[config.mk]
export PLATFORM = sky130hd
export DESIGN_NAME = seq_divider
export DESIGN_NICKNAME = d
export VERILOG_FILES = /design/src/rtl/seq_divider.sv
export SDC_FILE = /design/constraint.sdc
export NUM_CORES = 1
export LEC_CHECK = 0
export CORE_MARGIN = 10
export CORE_UTILIZATION = 57
export DETAILED_ROUTE_END_ITERATION = 12
export PLACE_DENSITY = 0.84
export SETUP_SLACK_MARGIN = 0.2
export SYNTH_ARGS = -nofsm -noshare
export SYNTH_HDL_FRONTEND = slang
export SYNTH_SLANG_ARGS = --single-unit
[constraint.sdc]
create_clock -name clk -period 4.3 [get_ports clk]
set_input_delay 0.86 -clock clk [delete_from_list [all_inputs] [get_ports clk]]
set_output_delay 0.86 -clock clk [all_outputs]
set_load 0.02 [all_outputs]
[src/rtl/seq_divider.sv]
// Iterative radix-2 restoring divider: one quotient bit per clock, done pulse on completion.
// Optional two's-complement mode is enabled by defining DIV_SIGNED_EN (adds one fix-up cycle).
module seq_divider #(
  parameter int width = 8
) (
  input  logic             clk,
  input  logic             rst,
  input  logic             start,
  input  logic [width-1:0] in1,
  input  logic [width-1:0] in2,
  output logic             busy,
  output logic             done,
  output logic [width-1:0] quotient,
  output logic [width-1:0] remainder,
  output logic             dbz
);

  localparam int CW = $clog2(width);
  localparam logic [CW-1:0] CNT_TOP = CW'(width - 1);

  typedef enum logic [1:0] {S_IDLE, S_CALC, S_SIGN, S_DONE} state_t;

  state_t           state_q, state_d;
  logic [CW-1:0]    cnt_q, cnt_d;
  logic [width-1:0] dvs_q, dvs_d;
  logic [width-1:0] quo_q, quo_d;
  logic [width:0]   prem_q, prem_d;
  logic             busy_q, busy_d;
  logic             done_q, done_d;
  logic [width-1:0] quotient_q, quotient_d;
  logic [width-1:0] remainder_q, remainder_d;
  logic             dbz_q, dbz_d;

  logic [width+1:0] shifted, trial;
  logic             take;
  logic [width:0]   prem_nx;
  logic [width-1:0] quo_nx;
  logic [width-1:0] mag1, mag2;

`ifdef DIV_SIGNED_EN
  localparam logic [width-1:0] ONE = width'(1);
  logic negq_q, negq_d;
  logic negr_q, negr_d;
  assign mag1 = in1[width-1] ? (~in1 + ONE) : in1;
  assign mag2 = in2[width-1] ? (~in2 + ONE) : in2;
`else
  assign mag1 = in1;
  assign mag2 = in2;
`endif

  // One restoring step: shift {prem, quo} left, keep the trial difference if it did not borrow.
  assign shifted = {prem_q, quo_q[width-1]};
  assign trial   = shifted - {2'b00, dvs_q};
  assign take    = ~trial[width+1];
  assign prem_nx = take ? trial[width:0] : shifted[width:0];
  assign quo_nx  = {quo_q[width-2:0], take};

  always_comb begin
    state_d     = state_q;
    cnt_d       = cnt_q;
    dvs_d       = dvs_q;
    quo_d       = quo_q;
    prem_d      = prem_q;
    quotient_d  = quotient_q;
    remainder_d = remainder_q;
    dbz_d       = dbz_q;
`ifdef DIV_SIGNED_EN
    negq_d      = negq_q;
    negr_d      = negr_q;
`endif
    case (state_q)
      S_CALC: begin
        prem_d = prem_nx;
        quo_d  = quo_nx;
        cnt_d  = cnt_q - CW'(1);
        if (cnt_q == '0) begin
`ifdef DIV_SIGNED_EN
          state_d = S_SIGN;
`else
          state_d     = S_DONE;
          quotient_d  = quo_nx;
          remainder_d = prem_nx[width-1:0];
          dbz_d       = 1'b0;
`endif
        end
      end
`ifdef DIV_SIGNED_EN
      S_SIGN: begin
        // Quotient truncates toward zero; remainder follows the dividend's sign.
        state_d     = S_DONE;
        quotient_d  = negq_q ? (~quo_q + ONE) : quo_q;
        remainder_d = negr_q ? (~prem_q[width-1:0] + ONE) : prem_q[width-1:0];
        dbz_d       = 1'b0;
      end
`endif
      default: begin
        state_d = S_IDLE;
        if (start) begin
          if (in2 == '0) begin
            state_d     = S_DONE;
            quotient_d  = '1;
            remainder_d = in1;
            dbz_d       = 1'b1;
          end else begin
            state_d = S_CALC;
            cnt_d   = CNT_TOP;
            dvs_d   = mag2;
            quo_d   = mag1;
            prem_d  = '0;
`ifdef DIV_SIGNED_EN
            negq_d  = in1[width-1] ^ in2[width-1];
            negr_d  = in1[width-1];
`endif
          end
        end
      end
    endcase
    busy_d = (state_d == S_CALC) || (state_d == S_SIGN);
    done_d = (state_d == S_DONE);
  end

  always_ff @(posedge clk) begin
    if (rst) begin
      state_q     <= S_IDLE;
      cnt_q       <= '0;
      dvs_q       <= '0;
      quo_q       <= '0;
      prem_q      <= '0;
      busy_q      <= 1'b0;
      done_q      <= 1'b0;
      quotient_q  <= '0;
      remainder_q <= '0;
      dbz_q       <= 1'b0;
`ifdef DIV_SIGNED_EN
      negq_q      <= 1'b0;
      negr_q      <= 1'b0;
`endif
    end else begin
      state_q     <= state_d;
      cnt_q       <= cnt_d;
      dvs_q       <= dvs_d;
      quo_q       <= quo_d;
      prem_q      <= prem_d;
      busy_q      <= busy_d;
      done_q      <= done_d;
      quotient_q  <= quotient_d;
      remainder_q <= remainder_d;
      dbz_q       <= dbz_d;
`ifdef DIV_SIGNED_EN
      negq_q      <= negq_d;
      negr_q      <= negr_d;
`endif
    end
  end

  assign busy      = busy_q;
  assign done      = done_q;
  assign quotient  = quotient_q;
  assign remainder = remainder_q;
  assign dbz       = dbz_q;

endmodule

==> flow_summary_export.csv <==
group,metric,value,unit
floorplanning,io_pins,38,
final_layout,antenna_cells,0,
floorplanning,die-width,85.9,um
sta,rsz0062_at_grt,"false",
placed_design,port_buffers,37,
setup_path,crit_start,"dvs_q[6]",
clocking,postCtsSetupBuffers,0,
clocking,post_cts_resized,0,
logic_synthesis,ys_types,53,
route,route.detailed.drc,0,
route,dr.pass1.iters,4,
clocking,root_buffer,"clkbuf_8",
logic_synthesis,syn-num-nets,328,
setup_path,path_class,"reg -> reg",
logic_synthesis,ys_ff_latch,49,
floorplanning,die_area,0.00737,sq mm
setup_path,crit_arrival,2.89,ns
route,via_per_inst,5.92,
power_and_ir_drop,switchingPower,633,uW
logic_synthesis,synth_enable_flop_cells,0,
setup_path,slowest_delay,0.55,ns
clocking,clkTransAtPathRegs,0.09,ns
floorplanning,core-area,0.00409,sq mm
power_and_ir_drop,seqPwrFrac,34.2,%
sta,slew_violations,0,
setup_path,crit_chain,"inv_1 > ha_1 > a21o_1 > a211oi_2 > nand2_1 > o211ai_2 > mux2_2 > a311oi_1",
setup_path,cpMaxStageDelayCell,"o211ai_2",
route,drt_wl_total,6390,um
final_layout,drive_gt1_share,5.49,%
global_route,antenna_found_initial,0,
final_layout,nFillCells,325,
sta,period_minus_slack,2.67,ns
global_route,grt_overflow,0,
logic_synthesis,synthFlopType,"dfxtp_1",
hold_path,hp-class,"reg -> reg",
placed_design,gp_congestion,0.829,
power_and_ir_drop,p_sw_share,38.6,%
floorplanning,start_util,60.5,%
final_layout,multiInputGateArea,0.00136,sq mm
setup_path,reg2regPathDepth,8,
clocking,numCtsBuffers,5,
placed_design,placed_cell_area,0.00285,sq mm
sta,fmax,0.375,GHz
clocking,cts_tree,"built",
hold_path,hold_start,"dbz",
logic_synthesis,syn_area,0.00247,sq mm
power_and_ir_drop,internal-power,1.01,mW
outcome,status,"completed",
global_route,grt_pass1_wl,10600,um
logic_synthesis,syn_avg_cell_area,8.32,sq um
sta,fin_crit_sh,62.1,%
route,post_drt_wl_per_cell,16.9,um
power_and_ir_drop,pwr-share-clk,20.8,%
clocking,hold_buffers,0,
power_and_ir_drop,p_leak,1.17,nW
setup_path,reg2reg_slack,1.63,ns
setup_path,end_kind,"flip-flop",
sta,post-route-worst-setup-slack,1.63,ns
clocking,worst_skew_pair.late_latency,0.31,ns
clocking,htree_levels,2,
power_and_ir_drop,cellPowerDensity,554,mW/mm^2
final_layout,final_cell_mix,"nor2_1 (55), dfxtp_1 (49), clkdlybuf4s50_1 (37)",
sta,timing.setup.tns,0,ns
flow_run,max_cap_violations,0,
final_layout,layout-area-overhead-vs-synth,19.8,%
final_layout,regArea,981,sq um
logic_synthesis,async_reset_ff_share,0,%
sta,finalClockSkew,0.00659,ns
sta,worst_pin_slew,1.19,ns
final_layout,finalInstanceArea,0.00296,sq mm
clocking,cts.path.max_buffers,2,
sta,relSlewSlack,20.3,%
setup_path,worstPathRequired,4.52,ns
global_route,grt_usage,17.3,%
sta,hold_viol_final,0,
logic_synthesis,ys_seq_area_share,39.7,%
placed_design,dp_hpwl,4660,um
hold_path,holdPathStages,2,
sta,hold_ws,0.471,ns
setup_path,reg2reg_from,"dvs_q[6]",
logic_synthesis,yosysWarnings,0,
floorplanning,die_h,85.9,um
final_layout,final_common_cell,"nor2_1",
global_route,grt_max_degree,49,
power_and_ir_drop,combPwrFrac,45.0,%
power_and_ir_drop,peakVddDrop,0.351,mV
route,num_vias,2236,
logic_synthesis,synthCells,297,
setup_path,critical_path.max_fanout,12,
final_layout,num-nets-final,358,
floorplanning,fp-row-count,23,
route,antenna_left,0,
clocking,cts_sinks,49,
setup_path,setup.worst_path.start_class,"flip-flop",
sta,setup_viol_count_final,0,
global_route,grt_pass1_vias,2164,
placed_design,place_ws,1.34,ns
route,drtIter0Drc,187,
-- worst paths after layout --
path                  end
max          remainder[3]
min                   dbz
max reg2reg  remainder[3]
min reg2reg           dbz
-- final cells by class --
class | instances | share of cell area [%]
flip-flops and latches | 49 | 33.1
inverters | 16 | 2.03
clock inverters | 1 | 1.01
clock buffers | 7 | 2.92
multi-input cells | 216 | 45.8
well taps | 50 | 2.11
repair buffers | 39 | 13.0
-- kinds of logic after synthesis --
logic type      after synthesis  synth area share [%]
simple gates                129                  24.3
compound gates               58                  17.2
flops                        49                  39.7
buf+inv                      32                  5.47
mux                          15                  6.28
fa+ha+maj                    12                  6.38
xor+xnor                      2                 0.709
-- power groups by stage --
| stage | clock network (mW) | registers, mW | logic, mW |
|---|---|---|---|
| 4_1_cts | 0.343 | 0.559 | 0.722 |
| 5_1_grt | 0.362 | 0.568 | 0.809 |
| 3_3_place_gp | 0 | 0.567 | 0.694 |
| 3_5_place_dp | 0 | 0.570 | 0.719 |
| 2_1_floorplan | 0 | 0.572 | 0.565 |
| 6_report | 0.341 | 0.561 | 0.737 |
-- stage by stage --
stage               std cells  utilization [%]  power (mW)
floorplan                 297                -        1.14
global placement          370             69.6        1.26
detailed placement        370             69.6        1.29
CTS                       378             72.5        1.63
global route              378             72.5        1.74
finish                    378             72.5        1.64
-- synth_stat cells, drive strengths merged, types with 4 or more instances --
cell | number | area, sq um
mux2 | 4 | 45.0
a21oi | 14 | 73.8
o21ai | 7 | 35.0
nor4 | 8 | 50.1
nor2b | 4 | 27.5
or3 | 4 | 25.0
a311oi | 6 | 52.6
clkbuf | 11 | 41.3
mux2i | 11 | 110
dfxtp | 49 | 981
nor2 | 55 | 206
inv | 16 | 60.1
a211oi | 8 | 65.1
nand2 | 26 | 97.6
buf | 5 | 33.8
nand3 | 7 | 35.0
nor3 | 11 | 55.1
ha | 11 | 138
-- sequential cells by signal (all words and copies together) (netlist names) --
register,cells
dbz,1
done,1
quo_q,8
prem_q,9
cnt_q,3
remainder,8
dvs_q,8
state_q,2
quotient,8
busy,1
-- per-layer routing --
layer	global-route usage [%]	wire length, um	vias up
li1	-	-	1111
met1	21.6	2900	1063
met2	28.9	3100	56
met3	4.45	335	6
met4	4.04	48	0
met5	0	0	-
-- critical path, delay by kind of cell (launching register included) --
| kind | cells | cell delay (ns) |
|---|---|---|
| mux | 1 | 0.43 |
| fa+ha+maj | 1 | 0.33 |
| simple gates | 1 | 0.15 |
| flops | 1 | 0.35 |
| compound gates | 4 | 1.25 |
| buf+inv | 1 | 0.06 |
No activity file was read; power rests on OpenSTA's default activity.
